<file path="config.mk">
export PLATFORM = sky130hd
export DESIGN_NAME = led_chain_receiver
export DESIGN_NICKNAME = d
export VERILOG_FILES = /design/src/rtl/led_pkg.sv /design/src/rtl/led_chain_receiver_edge_sync.sv /design/src/rtl/led_chain_receiver.sv
export SDC_FILE = /design/constraint.sdc
export NUM_CORES = 2
export LEC_CHECK = 0
export ABC_AREA = 0
export CAP_MARGIN = 25
export CORE_MARGIN = 4
export CORE_UTILIZATION = 57
export CTS_CLUSTER_SIZE = 14
export DETAILED_ROUTE_END_ITERATION = 10
export PLACE_DENSITY = 0.77
export SETUP_SLACK_MARGIN = 0.2
export SYNTH_ARGS = -nofsm -noshare
export SYNTH_HDL_FRONTEND = slang
export SYNTH_SLANG_ARGS = --single-unit
</file>
<file path="constraint.sdc">
create_clock -name sys_clk -period 4.65 [get_ports sys_clk]
set_clock_uncertainty 0.1 [all_clocks]
set_input_delay 1.1625 -clock sys_clk [delete_from_list [all_inputs] [get_ports sys_clk]]
set_output_delay 1.1625 -clock sys_clk [all_outputs]
set_load 0.01 [all_outputs]
</file>
<file path="src/rtl/led_pkg.sv">
// Shared geometry defaults and led_data bit positions for the LED chain receiver.
package led_pkg;

  localparam int LED_WIDTH_DEF        = 32;
  localparam int LED_CHAIN_LENGTH_DEF = 4;
  localparam int LED_NBANKS_DEF       = 16;
  localparam int LED_DATA_W_DEF       = 6;

  // Bit positions within led_data: upper half-panel RGB, then lower half-panel RGB.
  localparam int LED_R0 = 0;
  localparam int LED_G0 = 1;
  localparam int LED_B0 = 2;
  localparam int LED_R1 = 3;
  localparam int LED_G1 = 4;
  localparam int LED_B1 = 5;

  localparam int OE_CNT_W = 24;

endpackage

</file>
<file path="src/rtl/led_chain_receiver_edge_sync.sv">
// Three-stage synchronizer for one panel pin with a registered rising-edge pulse.
module led_edge_sync (
  input  logic clk,
  input  logic rst_n,
  input  logic din,
  output logic rise
);

  logic [2:0] sync_sr;

  always_ff @(posedge clk or negedge rst_n) begin
    if (!rst_n) begin
      sync_sr <= '0;
      rise    <= 1'b0;
    end else begin
      sync_sr <= {sync_sr[1:0], din};
      rise    <= sync_sr[1] & ~sync_sr[2];
    end
  end

endmodule

</file>
<file path="src/rtl/led_chain_receiver.sv">
// Snoops a HUB75-style LED panel bus and latches each shifted row for readback.
// Optional lit-time measurement is built when LED_RX_OE_MEASURE_EN is defined.
module led_chain_receiver
  import led_pkg::*;
#(
  parameter  int C_LED_WIDTH        = LED_WIDTH_DEF,
  parameter  int C_LED_CHAIN_LENGTH = LED_CHAIN_LENGTH_DEF,
  parameter  int C_LED_NBANKS       = LED_NBANKS_DEF,
  parameter  int C_DATA_W           = LED_DATA_W_DEF,
  localparam int N                  = C_LED_WIDTH * C_LED_CHAIN_LENGTH,
  localparam int XW                 = $clog2(N),
  localparam int BW                 = $clog2(C_LED_NBANKS)
) (
  input  logic                sys_clk,
  input  logic                sys_rst,
  input  logic                led_clk,
  input  logic                led_stb,
  input  logic                led_oe,
  input  logic [BW-1:0]       led_bank,
  input  logic [C_DATA_W-1:0] led_data,
  output logic                row_valid,
  output logic [BW-1:0]       row_bank,
  output logic [XW:0]         row_pixels,
  output logic                row_len_err,
  output logic                frame_stb,
  input  logic [XW-1:0]       rd_addr,
  output logic [C_DATA_W-1:0] rd_data,
  output logic [23:0]         oe_cycles
);

  localparam logic [XW:0]   CNT_N    = (XW+1)'(N);
  localparam logic [XW:0]   CNT_MAX  = (XW+1)'(N + 1);
  localparam logic [BW-1:0] BANK_MAX = BW'(C_LED_NBANKS - 1);

  logic clk_rise;
  logic stb_rise;

  led_edge_sync u_clk_sync (
    .clk   (sys_clk),
    .rst_n (sys_rst),
    .din   (led_clk),
    .rise  (clk_rise)
  );

  led_edge_sync u_stb_sync (
    .clk   (sys_clk),
    .rst_n (sys_rst),
    .din   (led_stb),
    .rise  (stb_rise)
  );

  // Three stages so the level seen here lines up with the registered edge pulses.
  logic [C_DATA_W-1:0] data_s1, data_s2, data_s3;
  logic [BW-1:0]       bank_s1, bank_s2, bank_s3;

  always_ff @(posedge sys_clk or negedge sys_rst) begin
    if (!sys_rst) begin
      data_s1 <= '0;
      data_s2 <= '0;
      data_s3 <= '0;
      bank_s1 <= '0;
      bank_s2 <= '0;
      bank_s3 <= '0;
    end else begin
      data_s1 <= led_data;
      data_s2 <= data_s1;
      data_s3 <= data_s2;
      bank_s1 <= led_bank;
      bank_s2 <= bank_s1;
      bank_s3 <= bank_s2;
    end
  end

  logic [C_DATA_W-1:0] shreg [N];
  logic [C_DATA_W-1:0] latch [N];

  // On a coincident clk/stb edge the latch copies the pre-shift contents.
  always_ff @(posedge sys_clk or negedge sys_rst) begin
    if (!sys_rst) begin
      for (int i = 0; i < N; i++) begin
        shreg[i] <= '0;
        latch[i] <= '0;
      end
    end else begin
      if (clk_rise) begin
        shreg[0] <= data_s3;
        for (int i = 1; i < N; i++) shreg[i] <= shreg[i-1];
      end
      if (stb_rise) latch <= shreg;
    end
  end

  logic [XW:0]   pix_cnt;
  logic [BW-1:0] prev_bank;
  logic          prev_seen;

  always_ff @(posedge sys_clk or negedge sys_rst) begin
    if (!sys_rst) begin
      pix_cnt     <= '0;
      row_valid   <= 1'b0;
      row_bank    <= '0;
      row_pixels  <= '0;
      row_len_err <= 1'b0;
      frame_stb   <= 1'b0;
      prev_bank   <= '0;
      prev_seen   <= 1'b0;
    end else begin
      row_valid <= stb_rise;
      frame_stb <= 1'b0;
      if (stb_rise) begin
        row_bank    <= bank_s3;
        row_pixels  <= pix_cnt;
        row_len_err <= (pix_cnt != CNT_N);
        frame_stb   <= prev_seen && (prev_bank == BANK_MAX) && (bank_s3 == '0);
        prev_bank   <= bank_s3;
        prev_seen   <= 1'b1;
        pix_cnt     <= clk_rise ? (XW+1)'(1) : '0;
      end else if (clk_rise && (pix_cnt != CNT_MAX)) begin
        pix_cnt <= pix_cnt + 1'b1;
      end
    end
  end

  // Address 0 is the first pixel clocked in, which sits at the far end of the chain.
  logic [XW-1:0] rd_idx;
  logic          rd_in_range;

  assign rd_idx      = XW'(N - 1) - rd_addr;
  assign rd_in_range = ({1'b0, rd_addr} < CNT_N);
  assign rd_data     = rd_in_range ? latch[rd_idx] : '0;

`ifdef LED_RX_OE_MEASURE_EN
  logic [2:0]          oe_sr;
  logic [OE_CNT_W-1:0] oe_cnt;
  logic                oe_low;

  assign oe_low = ~oe_sr[2];

  always_ff @(posedge sys_clk or negedge sys_rst) begin
    if (!sys_rst) begin
      oe_sr     <= '1;
      oe_cnt    <= '0;
      oe_cycles <= '0;
    end else begin
      oe_sr <= {oe_sr[1:0], led_oe};
      if (stb_rise) begin
        oe_cycles <= oe_cnt;
        oe_cnt    <= oe_low ? OE_CNT_W'(1) : '0;
      end else if (oe_low && (oe_cnt != '1)) begin
        oe_cnt <= oe_cnt + 1'b1;
      end
    end
  end
`else
  logic unused_oe;

  assign unused_oe = led_oe;
  assign oe_cycles = '0;
`endif

endmodule

</file>
==> flow_metrics.py <==
metrics = {
    "run_status": {
        "status": "finished, violations left",
        "failed_checks": "negative setup slack",
    },
    "critical_path": {
        "cp.required_ns": 3.39,
        "crit_fanout": 6,
        "cp-start-kind": "primary input",
        "critPathKind": "in -> out",
        "cp-end-kind": "primary output",
        "arrival_ns": 3.74,
    },
    "grt": {
        "gr-total-overflow": 0,
        "grtUsageTotal_pct": 19.8,
        "grt_pass1_wl_um": 189000,
        "grt_pass1_vias": 34400,
        "grtUsageMet2_pct": 32.3,
        "grt_use_met3_pct": 3.71,
        "grt.busiest_layer": "met2",
        "antenna_found_initial": 0,
        "grt_max_degree": 163,
        "met1_usage_pct": 27.7,
    },
    "power_and_ir_drop": {
        "switching_share_pct": 21.8,
        "worst_ir_drop_vdd_mv": 0.353,
        "fin_total_pwr_mw": 30.6,
        "power_density_nw_per_um2": 416,
        "combPwrFrac_pct": 7.1,
        "leakage_nw": 36.0,
        "pwr-share-clk_pct": 43.5,
        "switchingPower_mw": 6.68,
        "power_frac_seq_pct": 49.4,
        "internal_power_mw": 23.9,
    },
    "clock_network": {
        "clock-sinks": 1598,
        "clk_latency_ns": 0.73,
        "cts_buffer_depth": 3,
        "clk_pin_slew_ns": 0.06,
        "cts_root_buffer": "clkbuf_16",
        "htreeDepth": 4,
        "cts_made_buffers": 160,
        "cts_tree": "done",
    },
    "timing": {
        "clock.fmax_ghz": 0.200,
        "setup_viol": 6,
        "min_period_over_period_pct": 107,
        "relSlewSlack_pct": 39.2,
        "finalWorstSetupSlack_ns": -0.349,
        "rsz0062_at_grt": "yes",
        "final.setup.tns_ns": -1.93,
        "drv_slew": 0,
        "tightest_slew_ns": 0.911,
        "finalHoldViolCount": 0,
        "period_needed_ns": 5.00,
    },
    "finish": {
        "drive_gt1_share_pct": 56.3,
        "antenna_cells": 0,
        "area_delta_synth_final_pct": 14.0,
        "fill_cells": 7552,
        "stdcell_count": 5454,
        "seqCellArea_um2": 40000,
        "multi_input_comb_area_um2": 23600,
        "nets": 3851,
    },
    "floorplan": {
        "ios": 67,
        "core.rowCount": 123,
        "die_x_um": 344,
        "die_y_um": 344,
        "core-area_um2": 112000,
        "dieArea_um2": 119000,
        "start_util_pct": 57.4,
    },
    "placement": {
        "placed_cells": 5131,
        "pre_cts_slack_ns": -0.696,
        "place_hpwl_um": 67400,
        "gp_congestion": 0.748,
        "port_buffers": 41,
    },
    "route": {
        "firstDrtPassIters": 4,
        "routed_wl_um": 113000,
        "ant_nets": 0,
        "vias": 31400,
        "wl_per_cell_um": 20.7,
        "avgViaCountPerCell": 5.76,
        "drt_iter0_markers": 1598,
        "drc": 0,
    },
    "hold_path": {
        "hp-class": "reg -> reg",
    },
    "logic_synthesis": {
        "synth_cell_types": 25,
        "yosysSeqAreaShare_pct": 62.0,
        "synth_area_um2": 64500,
        "netlist_instances": 3704,
        "syn_avg_cell_area_um2": 17.4,
        "ys_warn_count": 0,
        "ys_ff_latch": 1598,
    },
    "run": {
        "cap_violations": 0,
    },
}
[final cells by class]
type | instances | area share [%]
Inverter | 3 | 0.0153
Clock inverter | 59 | 1.09
Sequential cell | 1598 | 54.4
Clock buffer | 231 | 6.42
Multi-Input combinational cell | 1871 | 32.0
Timing Repair Buffer | 192 | 3.55
Tap cell | 1500 | 2.55
[routing by layer]
| metal | routed length [um] | share of wire (%) | vias to the layer above |
|---|---|---|---|
| met2 | 56000 | 50 | 387 |
| li1 | - | - | 13900 |
| met4 | 2320 | 2.1 | 0 |
| met3 | 4260 | 3.8 | 174 |
| met5 | 0 | 0 | - |
| met1 | 50500 | 45 | 17000 |
[power groups by stage]
stage	combinational, mW	clock, mW	sequential, mW
after floorplan	1.50	0	15.2
after global placement	2.06	0	15.4
after detailed placement	2.12	0	15.4
after CTS	2.21	13.7	15.1
after global routing	2.37	14.3	15.2
final	2.17	13.3	15.1
[flip-flops by register name (all words and copies together), names as in the netlist, 3 cells and up]
register            flops
pix_cnt                 8
latch                 768
row_pixels              8
bank_s1                 4
bank_s2                 4
bank_s3                 4
shreg                 768
u_stb_sync.sync_sr      3
prev_bank               4
data_s1                 6
data_s2                 6
data_s3                 6
u_clk_sync.sync_sr      3
[worst max-delay path, cell delays in order]
cell,delay [ns]
buf_16,0.13
buf_12,0.13
buf_16,0.15
buf_12,0.13
mux4_2,0.49
mux4_2,0.52
mux4_2,0.52
mux2_4,0.34
buf_6,0.14
[metrics by stage]
step           utilization [%]  instance area, um^2  hold slack [ns]
2_1_floorplan                -                64900            0.231
3_3_place_gp              59.9                67300            0.235
3_5_place_dp              59.9                67300            0.235
4_1_cts                   65.3                73500            0.219
5_1_grt                   65.4                73600            0.251
6_report                  65.4                73600            0.243
[cells by family (layout without fill, tap and decap cells)]
| logic type | count (synthesis) | after routing | synth area share (%) |
|---|---|---|---|
| buf+inv | 258 | 485 | 1.70 |
| compound gates | 7 | 7 | 0.0717 |
| flops | 1598 | 1598 | 62.0 |
| other cells | 1 | 24 | 0.00581 |
| simple gates | 24 | 24 | 0.188 |
| fa+ha+maj | 3 | 3 | 0.0582 |
| mux | 1806 | 1806 | 35.9 |
| xor+xnor | 7 | 7 | 0.0950 |
[synth_stat cells]
cell	instances	area (um^2)
dfrtp_1	1598	40000
mux2_2	1554	17500
mux4_2	252	5680
clkbuf_1	188	706
buf_4	30	225
buf_1	22	82.6
buf_2	15	75.1
nor2_1	9	33.8
xor2_1	6	52.6
nand4_1	4	25.0
ha_1	3	37.5
inv_1	3	11.3
nor2b_1	3	18.8
and3_1	2	12.5
nand2_1	2	7.51
nor4_1	2	12.5
o2111ai_1	2	17.5
o21ai_0	2	10.0
a21oi_1	1	5.00
a31oi_1	1	6.26
conb_1	1	3.75
nand3_1	1	5.00
o21a_1	1	7.51
or2_2	1	6.26
xnor2_1	1	8.76
[worst paths after layout]
kind                                 startpoint         end  slack (ns)  cells past startpoint
worst min-delay path                 bank_s2[3]  bank_s3[3]        0.24                      0
min in group asynchronous               sys_rst  shreg[269]        0.26                      1
worst min register to register       bank_s2[3]  bank_s3[3]        0.24                      0
max in group asynchronous               sys_rst  shreg[668]        2.89                      2
worst max register to register  u_stb_sync.rise  latch[495]        2.23                      3
worst max-delay path                 rd_addr[0]  rd_data[1]       -0.35                      9
[cells in the final DEF, fill, tap and decap left out, types with 5 or more instances in the layout]
| cell type | n |
|---|---|
| mux2_2 | 1548 |
| clkbuf_8 | 28 |
| nor2_1 | 9 |
| conb_1 | 24 |
| clkdlybuf4s50_1 | 28 |
| clkbuf_16 | 169 |
| buf_8 | 5 |
| bufinv_16 | 19 |
| clkinv_2 | 32 |
| xor2_1 | 6 |
| buf_16 | 17 |
| dfrtp_1 | 1596 |
| clkbuf_1 | 35 |
| buf_12 | 50 |
| mux4_2 | 252 |
| buf_6 | 16 |
| mux2_4 | 6 |
| buf_4 | 72 |
[what timing repair did]
item,CTS,global route
resized for setup,71,4
setup endpoints to repair,6,6
gates cloned,9,1
setup buffers,20,3
hold buffers,0,0
hold endpoints to repair,0,0
No activity file was read; power rests on OpenSTA's default activity.
